==> config.mk <==
export PLATFORM = sky130hd
export DESIGN_NAME = reset_sequencer
export DESIGN_NICKNAME = d
export VERILOG_FILES = /design/src/rtl/reset_seq_pkg.sv /design/src/rtl/reset_seq_debounce.sv /design/src/rtl/reset_sequencer.sv
export SDC_FILE = /design/constraint.sdc
export NUM_CORES = 1
export LEC_CHECK = 0
export ABC_CLOCK_PERIOD_IN_PS = 3090
export CAP_MARGIN = 25
export CORE_AREA = 2 2 52 73
export CTS_CLUSTER_SIZE = 14
export DETAILED_ROUTE_END_ITERATION = 12
export DIE_AREA = 0 0 54 75
export GPL_ROUTABILITY_DRIVEN = 0
export PLACE_DENSITY = 0.86
export SLEW_MARGIN = 20
export SYNTH_ARGS = -nofsm -noshare
export SYNTH_HDL_FRONTEND = slang
export SYNTH_HIERARCHICAL = 1
export SYNTH_SLANG_ARGS = --single-unit
==> constraint.sdc <==
create_clock -name clk -period 3.09 [get_ports clk]
set_clock_uncertainty 0.1 [all_clocks]
set_input_delay 0.618 -clock clk [delete_from_list [all_inputs] [get_ports clk]]
set_output_delay 0.618 -clock clk [all_outputs]
set_load 0.05 [all_outputs]
==> src/rtl/reset_seq_pkg.sv <==
// Shared types and helpers for the staged reset sequencer.
package reset_seq_pkg;

  localparam int STATE_W = 2;

  typedef enum logic [STATE_W-1:0] {
    ST_HOLD    = 2'd0,
    ST_RELEASE = 2'd1,
    ST_RUN     = 2'd2
  } state_e;

  // Bits needed to count 0..n-1, never less than one.
  function automatic int cnt_w(input int n);
    return (n <= 1) ? 1 : $clog2(n);
  endfunction

endpackage

==> src/rtl/reset_seq_debounce.sv <==
// Two-flop synchroniser for the pushbutton, with a stability filter when
// RESET_SEQ_DEBOUNCE_EN is defined. Output is the accepted level (1 = released).
module reset_seq_debounce
  import reset_seq_pkg::*;
#(
  parameter int DEBOUNCE_CYCLES = 250_000
) (
  input  logic clk,
  input  logic reset_n,
  input  logic din_n,
  output logic dout_n
);

  logic sync1_q, sync1_d;
  logic sync2_q, sync2_d;

  always_comb begin
    sync1_d = din_n;
    sync2_d = sync1_q;
  end

  // Sync flops come out of reset reading "pressed" so nothing releases early.
  always_ff @(posedge clk) begin
    if (!reset_n) begin
      sync1_q <= 1'b0;
      sync2_q <= 1'b0;
    end else begin
      sync1_q <= sync1_d;
      sync2_q <= sync2_d;
    end
  end

`ifdef RESET_SEQ_DEBOUNCE_EN
  localparam int DB_W = cnt_w(DEBOUNCE_CYCLES);

  logic            db_q, db_d;
  logic [DB_W-1:0] cnt_q, cnt_d;

  // Counts consecutive cycles the synced level disagrees with the accepted one.
  always_comb begin
    db_d  = db_q;
    cnt_d = '0;
    if (sync2_q != db_q) begin
      if (cnt_q == DB_W'(DEBOUNCE_CYCLES - 1)) db_d = sync2_q;
      else                                      cnt_d = cnt_q + DB_W'(1);
    end
  end

  always_ff @(posedge clk) begin
    if (!reset_n) begin
      db_q  <= 1'b0;
      cnt_q <= '0;
    end else begin
      db_q  <= db_d;
      cnt_q <= cnt_d;
    end
  end

  assign dout_n = db_q;
`else
  // Filter not built; the parameter only keeps the interface uniform.
  if (DEBOUNCE_CYCLES < 1) begin : g_no_filter
  end

  assign dout_n = sync2_q;
`endif

endmodule

==> src/rtl/reset_sequencer.sv <==
// Staged reset generator: waits for clean PLL locks and button, then releases
// NUM_STAGES domains in order. Optional button filter: RESET_SEQ_DEBOUNCE_EN.
module reset_sequencer
  import reset_seq_pkg::*;
#(
  parameter int HOLD_CYCLES     = 50_000,
  parameter int NUM_LOCKS       = 2,
  parameter int NUM_STAGES      = 3,
  parameter int STAGE_GAP       = 16,
  parameter int DEBOUNCE_CYCLES = 250_000
) (
  input  logic                  clk,
  input  logic                  reset_n,
  input  logic                  btn_n,
  input  logic [NUM_LOCKS-1:0]  pll_locked,
  output logic [NUM_STAGES-1:0] stage_reset_n,
  output logic                  all_released,
  output logic [STATE_W-1:0]    state_o,
  output logic [7:0]            reset_count
);

  localparam int HOLD_W = cnt_w(HOLD_CYCLES);
  localparam int GAP_W  = cnt_w(STAGE_GAP);

  logic [NUM_LOCKS-1:0] lock_s1_q, lock_s1_d;
  logic [NUM_LOCKS-1:0] lock_s2_q, lock_s2_d;
  logic                 btn_ok;
  logic                 clean;

  reset_seq_debounce #(.DEBOUNCE_CYCLES(DEBOUNCE_CYCLES)) u_btn (
    .clk     (clk),
    .reset_n (reset_n),
    .din_n   (btn_n),
    .dout_n  (btn_ok)
  );

  always_comb begin
    lock_s1_d = pll_locked;
    lock_s2_d = lock_s1_q;
  end

  always_ff @(posedge clk) begin
    if (!reset_n) begin
      lock_s1_q <= '0;
      lock_s2_q <= '0;
    end else begin
      lock_s1_q <= lock_s1_d;
      lock_s2_q <= lock_s2_d;
    end
  end

  assign clean = btn_ok & (&lock_s2_q);

  state_e                state_q, state_d;
  logic [HOLD_W-1:0]     hold_q, hold_d;
  logic [GAP_W-1:0]      gap_q, gap_d;
  logic [NUM_STAGES-1:0] stage_q, stage_d;
  logic                  all_rel_q, all_rel_d;
  logic [7:0]            rcnt_q, rcnt_d;

  always_comb begin
    state_d   = state_q;
    hold_d    = hold_q;
    gap_d     = gap_q;
    stage_d   = stage_q;
    all_rel_d = all_rel_q;
    rcnt_d    = rcnt_q;
    case (state_q)
      ST_HOLD: begin
        stage_d   = '0;
        all_rel_d = 1'b0;
        gap_d     = '0;
        // A fault on the terminal count wins: counter just clears.
        if (!clean) begin
          hold_d = '0;
        end else if (hold_q == HOLD_W'(HOLD_CYCLES - 1)) begin
          hold_d  = '0;
          stage_d = NUM_STAGES'(1);
          if (NUM_STAGES == 1) begin
            state_d   = ST_RUN;
            all_rel_d = 1'b1;
          end else begin
            state_d = ST_RELEASE;
          end
        end else begin
          hold_d = hold_q + HOLD_W'(1);
        end
      end
      ST_RELEASE, ST_RUN: begin
        if (!clean) begin
          state_d   = ST_HOLD;
          stage_d   = '0;
          all_rel_d = 1'b0;
          hold_d    = '0;
          gap_d     = '0;
          if (rcnt_q != 8'hff) rcnt_d = rcnt_q + 8'd1;
        end else if (state_q == ST_RELEASE) begin
          if (gap_q == GAP_W'(STAGE_GAP - 1)) begin
            gap_d   = '0;
            stage_d = (stage_q << 1) | NUM_STAGES'(1);
            if (stage_d[NUM_STAGES-1]) begin
              state_d   = ST_RUN;
              all_rel_d = 1'b1;
            end
          end else begin
            gap_d = gap_q + GAP_W'(1);
          end
        end
      end
      default: begin
        state_d   = ST_HOLD;
        stage_d   = '0;
        all_rel_d = 1'b0;
        hold_d    = '0;
        gap_d     = '0;
      end
    endcase
  end

  always_ff @(posedge clk) begin
    if (!reset_n) begin
      state_q   <= ST_HOLD;
      hold_q    <= '0;
      gap_q     <= '0;
      stage_q   <= '0;
      all_rel_q <= 1'b0;
      rcnt_q    <= '0;
    end else begin
      state_q   <= state_d;
      hold_q    <= hold_d;
      gap_q     <= gap_d;
      stage_q   <= stage_d;
      all_rel_q <= all_rel_d;
      rcnt_q    <= rcnt_d;
    end
  end

  assign stage_reset_n = stage_q;
  assign all_released  = all_rel_q;
  assign state_o       = state_q;
  assign reset_count   = rcnt_q;

endmodule

==> impl_metrics.csv, run 1 <==
group,metric,value,unit
critical_path,reg2reg_to,"hold_q[15]",
critical_path,critical_path_class,"reg2reg",
route,drt_wl_total,3.77,mm
global_routing,grt_pass1_wl,6.67,mm
logic_synthesis,synth-edff-count,0,
power,comb_power_share,1.5,%
power,ir_drop,0.000354,V
floorplan,core,3380,um^2
final_layout,fin_util,62.2,%
floorplan,num_rows,25,
critical_path,ff2ff_setup_slack,740,ps
floorplan,die_height,75,um
floorplan,start_util,53.1,%
final_layout,num-nets-final,238,
placed_design,portBuffers,18,
outcome,status,"complete, no violations",
logic_synthesis,synth_largest_area_cell,"dfxtp_1",
power,cell_internal_pwr,708,uW
logic_synthesis,synth.distinct_cells,39,
sta,fmax,0.426,GHz
route,firstDrtPassIters,4,
route,wire_per_inst,14.1,um
route,first_iter_violations,43,
final_layout,area_growth,17.2,%
critical_path,slowest_delay,560,ps
floorplan,die_x,54,um
logic_synthesis,synth.top_cell.area_share,44.6,%
clock_tree,ctsResizeCount,0,
clock_tree,cts_setup_buffers,0,
clock_tree,htreeDepth,2,
final_layout,drive_above_1_share,5.70,%
floorplan,design.portCount,19,
critical_path,path_buf_inv,1,
power,power.switching,178,uW
clock_tree,cts.sinks,40,
critical_path,start_kind,"register",
logic_synthesis,synth_ff_type,"dfxtp_1",
sta,tns,0,ps
logic_synthesis,synth-async-reset-ratio,0,%
route,num_vias,1583,
min_path,holdPathStages,1,
logic_synthesis,synth-simple-area-share,28.7,%
logic_synthesis,synth.area.mux_share,1.12,%
min_path,timing.hold.worst_endpoint,"lock_s2_q[1]",
global_routing,grt_max_degree,16,
logic_synthesis,syn_nets,216,
power,p_total,886,uW
logic_synthesis,synth_fa_ha_area_share,4.18,%
clock_tree,cts_hold_buffers,0,
logic_synthesis,yosysMostFrequentCell,"dfxtp_1",
final_layout,antenna_cells,0,
logic_synthesis,ys_seq_area_share,44.6,%
logic_synthesis,synth-xor-area-share,5.86,%
logic_synthesis,ys_ff_latch,40,
clock_tree,clk_pin_slew_worst_paths,70,ps
logic_synthesis,avgSynthCellArea,8.75,um^2
logic_synthesis,yosys_warnings,6,
global_routing,grt_usage,22.4,%
min_path,holdCritStartpoint,"lock_s1_q[1]",
power,swShare,20.1,%
power,power_density,422,nW/um^2
logic_synthesis,synth_common_cells,"dfxtp_1 (40), nor2_1 (21), a21oi_1 (17)",
clock_tree,cts_tree,"yes",
power,p_clk_share,39.8,%
min_path,min_path_type,"reg2reg",
route,drtAntennaViolNets,0,
placed_design,hpwl,2.62,mm
global_routing,overflow,0,
sta,slew_violations,0,
route,viasPerCell,5.91,
floorplan,die_area,4050,um^2
sta,hold_viol,0,
global_routing,grt_pass1_vias,1536,
sta,slew_headroom,42.1,%
critical_path,slowest_stage,"or4_4",
clock_tree,clk_latency,290,ps
critical_path,endpoint_kind,"register",
power,leakagePower,0.705,nW
global_routing,antenna_found_initial,0,
clock_tree,root_buffer,"clkbuf_8",
sta,hold_slack,341,ps
logic_synthesis,synth_cells,205,
critical_path,critPathTopFamily,"simple AND/OR/NAND/NOR gates",
power,seqPwrFrac,58.8,%
clock_tree,clockBufferDepth,2,
critical_path,r2r-start,"state_o[0]",
critical_path,cp.required,3210,ps
logic_synthesis,synth_compound_area_share,12.5,%
clock_tree,numCtsBuffers,5,
sta,setup_viol,0,
job,cap_violations,0,
critical_path,ff2ff_path_depth,6,
sta,final.period_utilization,76.0,%
sta,period_minus_slack,2350,ps
critical_path,crit_chain,"inv_1 -> ha_1 -> and4_4 -> or4_4 -> or3_1 -> a21oi_1",
critical_path,cp_max_fo,9,
sta,worst_pin_slew,865,ps
logic_synthesis,synth_area_leaders,"dfxtp_1 (45%), a21oi_1 (4.7%), nor2_1 (4.4%)",
route,post-route-drc-count,0,
sta,rsz0062_at_grt,"false",
critical_path,cp.arrival,2470,ps
logic_synthesis,synth_top_family_by_area,"simple AND/OR/NAND/NOR gates",
logic_synthesis,synth.cell_area,1790,um^2
## worst max path at each step
stage               startpoint    endpoint  slack (ps)  cells after the start
floorplan           state_o[0]  hold_q[15]         440                      7
global placement    state_o[0]  hold_q[15]         850                      6
detailed placement  state_o[0]  hold_q[15]         790                      6
CTS                 state_o[0]  hold_q[15]         730                      6
global route        state_o[0]  hold_q[13]         630                      6
finish              state_o[0]  hold_q[15]         740                      6
## sequential cells by signal, summed over array words and instances, names as in the netlist
name	count
reset_count	8
u_btn/dout_n	1
lock_s2_q	2
state_o	2
stage_reset_n	3
hold_q	16
all_released	1
gap_q	4
u_btn/sync1_q	1
lock_s1_q	2
## logic make-up after synthesis
kind of cell | count (synthesis)
AND/OR/NAND/NOR | 94
flip-flops | 40
AO/OA/AOI/OAI | 39
XOR/XNOR | 12
buffers and inverters | 12
adder cells (fa/ha/maj) | 6
multiplexers | 2
## metal layers
layer | track usage [%] | routed length [um] | up-vias
li1 | - | - | 779
met1 | 23.8 | 1460 | 737
met2 | 39.0 | 1950 | 52
met3 | 5.95 | 192 | 15
met4 | 12.8 | 161 | 0
met5 | 0 | 0 | -
## cell type report
class / count / area (um^2)
clock buffer: 8 / 90.1
fill: 303 / 1280
inverter: 7 / 26.3
multi-input combinational: 153 / 940
sequential: 40 / 801
tap: 40 / 50.0
timing repair buffer: 20 / 195
## metrics by stage
| stage | instances | setup slack [ps] | area [um^2] |
|---|---|---|---|
| 6_report | 268 | 741 | 2100 |
| 5_1_grt | 268 | 634 | 2100 |
| 4_1_cts | 268 | 731 | 2100 |
| 3_5_place_dp | 260 | 786 | 2010 |
| 3_3_place_gp | 260 | 852 | 2010 |
| 2_1_floorplan | 205 | 435 | 1790 |
## worst reg2reg max path, stage by stage, from the launching register on
cell and delay (ps):
dfxtp_1 380, inv_1 80, ha_1 400, and4_4 270, or4_4 560, or3_1 360
a21oi_1 140
## power by group through the flow
stage | Combinational [mW] | Sequential (mW) | Clock [mW]
global placement | 0.0128 | 0.532 | 0
floorplan | 0.00462 | 0.532 | 0
CTS | 0.0129 | 0.521 | 0.360
global route | 0.0141 | 0.521 | 0.380
detailed placement | 0.0129 | 0.532 | 0
finish | 0.0129 | 0.521 | 0.353
## cells in the final DEF, fill, tap and decap left out, types with 2 or more instances in the layout
cell type | synthesis | layout
dfxtp_1 | 40 | 40
nor2_1 | 21 | 21
clkdlybuf4s50_1 | 0 | 18
a21oi_1 | 17 | 17
nand2_1 | 14 | 14
o21ai_0 | 10 | 10
or3_1 | 10 | 10
nand4_1 | 9 | 9
and2_1 | 9 | 9
xor2_1 | 8 | 8
inv_1 | 7 | 7
nand3_1 | 7 | 7
nor3_1 | 6 | 6
ha_1 | 6 | 6
clkbuf_8 | 0 | 6
and3_1 | 5 | 5
xnor2_1 | 4 | 4
o31ai_1 | 3 | 3
or4_1 | 2 | 2
and4_1 | 2 | 2
a211oi_1 | 2 | 2
mux2i_1 | 2 | 2
clkbuf_1 | 3 | 2
buf_4 | 0 | 2
No activity file was read; power rests on OpenSTA's default activity.
==> run 2: changes to the inputs <==
--- a/config.mk
+++ b/config.mk
@@ -5,7 +5,7 @@
 export SDC_FILE = /design/constraint.sdc
 export NUM_CORES = 1
 export LEC_CHECK = 0
-export ABC_CLOCK_PERIOD_IN_PS = 3090
+export ABC_CLOCK_PERIOD_IN_PS = 2400
 export CAP_MARGIN = 25
 export CORE_AREA = 2 2 52 73
 export CTS_CLUSTER_SIZE = 14
==> constraint.sdc (replaced) <==
create_clock -name clk -period 2.4 [get_ports clk]
set_clock_uncertainty 0.1 [all_clocks]
set_input_delay 0.48 -clock clk [delete_from_list [all_inputs] [get_ports clk]]
set_output_delay 0.48 -clock clk [all_outputs]
set_load 0.05 [all_outputs]
==> run 2 against run 1 <==
Critical path depth is the same; register-to-register slack lost 560 ps; global-route usage shrank 0.37 points; cell count grew 1.1%; clock power grew 71%; core utilization grew 2.0 points; via count shrank 1.8%; critical endpoint unchanged; largest power group unchanged.
==> impl_metrics.csv, run 2 (synthesized netlist as in run 1, its figures left out) <==
group,metric,value,unit
outcome,status,"complete, no violations",
clock_tree,htreeDepth,2,
final_layout,top_register,"hold_q",
route,drtAntennaViolNets,0,
sta,worst_pin_slew,842,ps
floorplan,start_util,53.1,%
critical_path,cp.arrival,2350,ps
global_routing,overflow,0,
placed_design,hpwl,2.74,mm
sta,hold_viol,0,
clock_tree,clk_latency,300,ps
critical_path,cp-endpoint,"hold_q[15]",
route,wire_per_inst,13.8,um
global_routing,grt_usage,22.0,%
clock_tree,root_buffer,"clkbuf_8",
critical_path,cp.required,2530,ps
power,p_total,1.29,mW
clock_tree,cts_hold_buffers,0,
floorplan,num_rows,25,
route,drt_wl_total,3.75,mm
power,power_density,594,nW/um^2
clock_tree,cts.sinks,40,
sta,fmax,0.450,GHz
floorplan,die_x,54,um
final_layout,final_common_cell,"dfxtp_1",
placed_design,portBuffers,18,
sta,period_minus_slack,2220,ps
power,leakagePower,0.740,nW
power,ir_drop,0.000480,V
sta,tns,0,ps
floorplan,die_area,4050,um^2
critical_path,crit_chain,"inv_1 -> ha_1 -> and4_4 -> or4_4 -> or3_1 -> a21oi_1",
critical_path,path_buf_inv,1,
sta,final.period_utilization,92.5,%
floorplan,core,3380,um^2
final_layout,drive_above_1_share,8.23,%
critical_path,critPathTopFamily,"simple AND/OR/NAND/NOR gates",
critical_path,cp_num_cells,6,
final_layout,final_cell_mix,"dfxtp_1 (38), nor2_1 (21), clkdlybuf4s50_1 (18)",
route,firstDrtPassIters,4,
clock_tree,numCtsBuffers,5,
critical_path,endpoint_kind,"register",
min_path,min_path_type,"reg2reg",
floorplan,design.portCount,19,
sta,rsz0062_at_grt,"false",
route,viasPerCell,5.74,
global_routing,grt_pass1_wl,6.49,mm
clock_tree,clockBufferDepth,2,
final_layout,num-nets-final,241,
global_routing,grt_max_degree,16,
critical_path,ff2ff_path_depth,6,
clock_tree,ctsResizeCount,0,
critical_path,start_kind,"register",
clock_tree,clk_pin_slew_worst_paths,80,ps
critical_path,critical_path_class,"reg2reg",
clock_tree,cts_tree,"yes",
route,num_vias,1555,
route,post-route-drc-count,0,
global_routing,grt_pass1_vias,1591,
critical_path,reg2reg_to,"hold_q[15]",
floorplan,die_height,75,um
critical_path,crit_start,"state_o[0]",
critical_path,slowest_stage,"or4_4",
critical_path,ff2ff_setup_slack,180,ps
sta,setup_viol,0,
final_layout,area_growth,20.9,%
global_routing,antenna_found_initial,0,
sta,hold_slack,338,ps
critical_path,cp_max_fo,9,
min_path,holdPathStages,1,
sta,slew_violations,0,
critical_path,r2r-start,"state_o[0]",
final_layout,largest_reg_flops,16,
sta,slew_headroom,43.6,%
job,cap_violations,0,
critical_path,slowest_delay,570,ps
final_layout,antenna_cells,0,
route,first_iter_violations,47,
clock_tree,cts_setup_buffers,0,
==> run 2: cell types whose count changed in the layout (fill, tap and decap cells not counted), sizes merged <==
cell,change
bufinv,+1
buf,+3
clkbuf,-1
==> run 2: worst register-to-register path, stage by stage (launching register included) <==
cell	delay (ps)
dfxtp_4	370
inv_1	50
ha_1	320
and4_4	240
or4_4	580
or3_1	360
a21oi_1	130
==> run 2: worst min-delay path by stage <==
stage	from	to	slack, ps
after global routing	u_btn/sync1_q	u_btn/dout_n	360
after global placement	lock_s1_q[1]	lock_s2_q[1]	320
after detailed placement	u_btn/sync1_q	u_btn/dout_n	330
final	u_btn/sync1_q	u_btn/dout_n	340
after CTS	u_btn/sync1_q	u_btn/dout_n	350
after floorplan	lock_s1_q[0]	lock_s2_q[0]	310
==> run 2: through the flow <==
| stage | std cells | area (um^2) | setup slack, ps | util, % |
|---|---|---|---|---|
| after global routing | 271 | 2170 | 51.9 | 64.2 |
| after detailed placement | 262 | 2030 | 201 | 60.2 |
| final | 271 | 2170 | 179 | 64.2 |
| after CTS | 270 | 2160 | 164 | 64.0 |
| after floorplan | 205 | 1800 | 25.2 | - |
| after global placement | 262 | 2030 | 215 | 60.2 |
==> run 2: layout make-up <==
cell class / count / area [um^2]
sequential: 40 / 808
multi-input combinational: 153 / 940
tap: 40 / 50.0
timing repair buffer: 23 / 218
inverter: 7 / 26.3
clock buffer: 7 / 97.6
fill: 288 / 1210
clock inverter: 1 / 30.0
==> run 2: power by group <==
group          internal, mW  switching, mW  total (mW)
sequential            0.666        0.00203       0.668
combinational        0.0104        0.00709      0.0175
clock                 0.374          0.229       0.603
total                  1.05          0.238        1.29
==> run 2: routing by layer <==
metal | global-route usage (%) | vias to the layer above | share of wire, %
met5 | 0 | - | 0
li1 | - | 782 | -
met2 | 40.1 | 31 | 54
met4 | 9.44 | 0 | 1.6
met1 | 22.9 | 736 | 40
met3 | 6.35 | 6 | 4.4
==> run 3: changes to the inputs <==
--- a/config.mk
+++ b/config.mk
@@ -7,14 +7,13 @@
 export LEC_CHECK = 0
 export ABC_CLOCK_PERIOD_IN_PS = 2400
 export CAP_MARGIN = 25
-export CORE_AREA = 2 2 52 73
+export CORE_AREA = 2 2 52 74
 export CTS_CLUSTER_SIZE = 14
 export DETAILED_ROUTE_END_ITERATION = 12
-export DIE_AREA = 0 0 54 75
+export DIE_AREA = 0 0 54 76
 export GPL_ROUTABILITY_DRIVEN = 0
-export PLACE_DENSITY = 0.86
+export PLACE_DENSITY = 0.87
 export SLEW_MARGIN = 20
 export SYNTH_ARGS = -nofsm -noshare
 export SYNTH_HDL_FRONTEND = slang
-export SYNTH_HIERARCHICAL = 1
 export SYNTH_SLANG_ARGS = --single-unit
==> run 3 against run 2 <==
Synthesized cell count grew 3.4%; sequential share of layout area shrank 0.92 points; cell count is 2.6% higher; global-route usage down 1.1 points; sequential cell count stayed put; wire length grew 1.2%; synthesized area increased by 2.6%; worst hold slack worse by 1.6 ps; critical path depth stayed put; critical path type unchanged; largest cell class unchanged.
==> impl_metrics.csv, run 3 <==
group,metric,value,unit
outcome,status,"complete, no violations",
logic_synthesis,synth-edff-count,0,
final_layout,top_register,"hold_q",
global_routing,grt_usage,21.0,%
clock_tree,htreeDepth,2,
critical_path,reg2reg_to,"hold_q[15]",
final_layout,final_common_cell,"dfxtp_1",
placed_design,portBuffers,18,
final_layout,nFillCells,294,
critical_path,cpMostUsedCell,"nand4_1",
route,first_iter_violations,37,
logic_synthesis,yosysMostFrequentCell,"dfxtp_1",
route,drtAntennaViolNets,0,
critical_path,ff2ff_setup_slack,250,ps
logic_synthesis,synth_cells,212,
logic_synthesis,ys_seq_area_share,43.5,%
final_layout,multi_input_area,971,um^2
clock_tree,clk_latency,290,ps
critical_path,path_buf_inv,1,
logic_synthesis,synth-async-reset-ratio,0,%
clock_tree,numCtsBuffers,5,
route,post-route-drc-count,0,
logic_synthesis,synth.distinct_cells,42,
global_routing,grt_pass1_vias,1510,
floorplan,die_area,4100,um^2
clock_tree,clk_pin_slew_worst_paths,80,ps
global_routing,antenna_found_initial,0,
floorplan,start_util,52.4,%
logic_synthesis,ys_ff_latch,40,
final_layout,layout.area.seq,802,um^2
final_layout,design_area,2210,um^2
critical_path,slowest_delay,550,ps
clock_tree,cts_tree,"yes",
power,ir_drop,0.000501,V
floorplan,num_rows,26,
logic_synthesis,synth_largest_area_cell,"dfxtp_1",
clock_tree,cts_hold_buffers,0,
sta,setup_viol,0,
clock_tree,cts_setup_buffers,0,
final_layout,largest_reg_flops,16,
power,p_clk_share,46.4,%
sta,hold_viol,0,
logic_synthesis,synth.top_cell.area_share,43.5,%
power,leakagePower,0.732,nW
route,wire_per_inst,13.6,um
critical_path,critical_path_class,"reg2reg",
placed_design,place_area,2080,um^2
critical_path,cp.arrival,2280,ps
final_layout,final_cell_mix,"dfxtp_1 (39), nor2_1 (19), clkdlybuf4s50_1 (18)",
sta,final.period_utilization,89.7,%
floorplan,die_x,54,um
power,power.switching,237,uW
critical_path,critPathTopFamily,"simple AND/OR/NAND/NOR gates",
placed_design,hpwl,2.70,mm
global_routing,overflow,0,
critical_path,endpoint_kind,"register",
critical_path,cp-endpoint,"hold_q[15]",
logic_synthesis,synth_common_cells,"dfxtp_1 (40), nor2_1 (19), a21oi_1 (17), nand2_1 (17), o21ai_0 (11)",
critical_path,cp_num_cells,6,
job,cap_violations,0,
sta,period_minus_slack,2150,ps
clock_tree,clockBufferDepth,2,
clock_tree,cts.sinks,40,
sta,slew_headroom,47.4,%
critical_path,cp_max_fo,7,
final_layout,drive_above_1_share,8.47,%
critical_path,crit_start,"state_o[1]",
critical_path,r2r-start,"state_o[1]",
critical_path,start_kind,"register",
critical_path,slowest_stage,"or4_1",
route,drt_wl_total,3.79,mm
logic_synthesis,synth_ff_type,"dfxtp_1",
final_layout,num-nets-final,246,
logic_synthesis,synth.cell_area,1840,um^2
final_layout,antenna_cells,0,
critical_path,crit_chain,"inv_1 -> ha_1 -> nand4_1 -> nand4_1 -> or4_1 -> a21oi_1",
critical_path,cp.required,2530,ps
sta,slew_violations,0,
floorplan,die_height,76,um
power,comb_power_share,1.4,%
route,viasPerCell,5.83,
global_routing,grt_max_degree,14,
sta,rsz0062_at_grt,"false",
logic_synthesis,yosys_warnings,0,
power,cell_internal_pwr,1.05,mW
logic_synthesis,synth_area_leaders,"dfxtp_1 (44%), a21oi_1 (4.6%), ha_1 (4.1%)",
logic_synthesis,syn_nets,223,
clock_tree,root_buffer,"clkbuf_8",
sta,worst_pin_slew,786,ps
clock_tree,ctsResizeCount,0,
sta,fmax,0.464,GHz
final_layout,area_growth,19.9,%
sta,tns,0,ps
min_path,min_path_type,"reg2reg",
logic_synthesis,avgSynthCellArea,8.68,um^2
power,swShare,18.5,%
global_routing,grt_pass1_wl,6.49,mm
floorplan,core,3510,um^2
power,power_density,581,nW/um^2
power,seqPwrFrac,52.2,%
final_layout,fin_util,62.8,%
floorplan,design.portCount,19,
critical_path,ff2ff_path_depth,6,
route,num_vias,1621,
route,firstDrtPassIters,4,
run 3: cell types whose count changed after synthesis, sizes merged, moves of 2 or more:
cell | previous run | this run
xnor2 | 4 | 2
nand2 | 14 | 17
clkbuf | 3 | 6
nor3 | 6 | 1
nor2 | 21 | 19
and3 | 5 | 3
nand3 | 7 | 10
run 3: worst min-delay path by stage:
stage	startpoint	end	slack (ps)	cells past startpoint
2_1_floorplan	lock_s1_q[0]	lock_s2_q[0]	310	1
3_3_place_gp	u_btn.sync1_q	u_btn.dout_n	310	1
4_1_cts	u_btn.sync1_q	u_btn.dout_n	340	1
5_1_grt	u_btn.sync1_q	u_btn.dout_n	350	1
6_report	u_btn.sync1_q	u_btn.dout_n	340	1
3_5_place_dp	u_btn.sync1_q	u_btn.dout_n	320	1
run 3: power groups by stage:
stage	clock, mW	sequential, mW	combinational (mW)
after floorplan	0	0.684	0.00710
after global placement	0	0.685	0.0172
after detailed placement	0	0.685	0.0176
after CTS	0.604	0.669	0.0177
after global routing	0.633	0.670	0.0193
final	0.595	0.669	0.0177
run 3: worst reg2reg max path, cell delays in order, from the launching register on:
cell and delay (ps):
dfxtp_1 370, inv_1 80, ha_1 340, nand4_1 250, nand4_1 260, or4_1 550, a21oi_1 150
run 3: cell type report:
class / count / area share [%]
Clock buffer: 7 / 4.37
Clock inverter: 1 / 1.36
Inverter: 8 / 1.36
Multi-Input combinational cell: 156 / 44.0
Sequential cell: 40 / 36.3
Tap cell: 42 / 2.38
Timing Repair Buffer: 24 / 10.2
run 3: cell families (layout without fill, tap and decap cells):
group / Yosys count / in the layout / share of synthesized area, %
fa+ha+maj: 6 / 6 / 4.08
simple gates: 93 / 93 / 27.7
mux: 4 / 4 / 2.24
xor+xnor: 9 / 9 / 4.28
compound gates: 44 / 44 / 14.5
buf+inv: 16 / 40 / 3.74
flops: 40 / 40 / 43.5
run 3: stage by stage:
stage	setup WS (ps)	cells	hold WS, ps	total power [mW]
3_3_place_gp	294	270	315	0.702
2_1_floorplan	4.14	212	312	0.691
5_1_grt	74.0	278	350	1.32
6_report	247	278	337	1.28
3_5_place_dp	247	270	321	0.703
4_1_cts	243	278	343	1.29
run 3: layer usage:
layer	wire length, um	vias to the layer above	global-route usage [%]
met5	0	-	0
met4	109	0	11.3
met3	130	11	5.10
met2	1990	35	35.7
met1	1560	760	22.6
li1	-	815	-
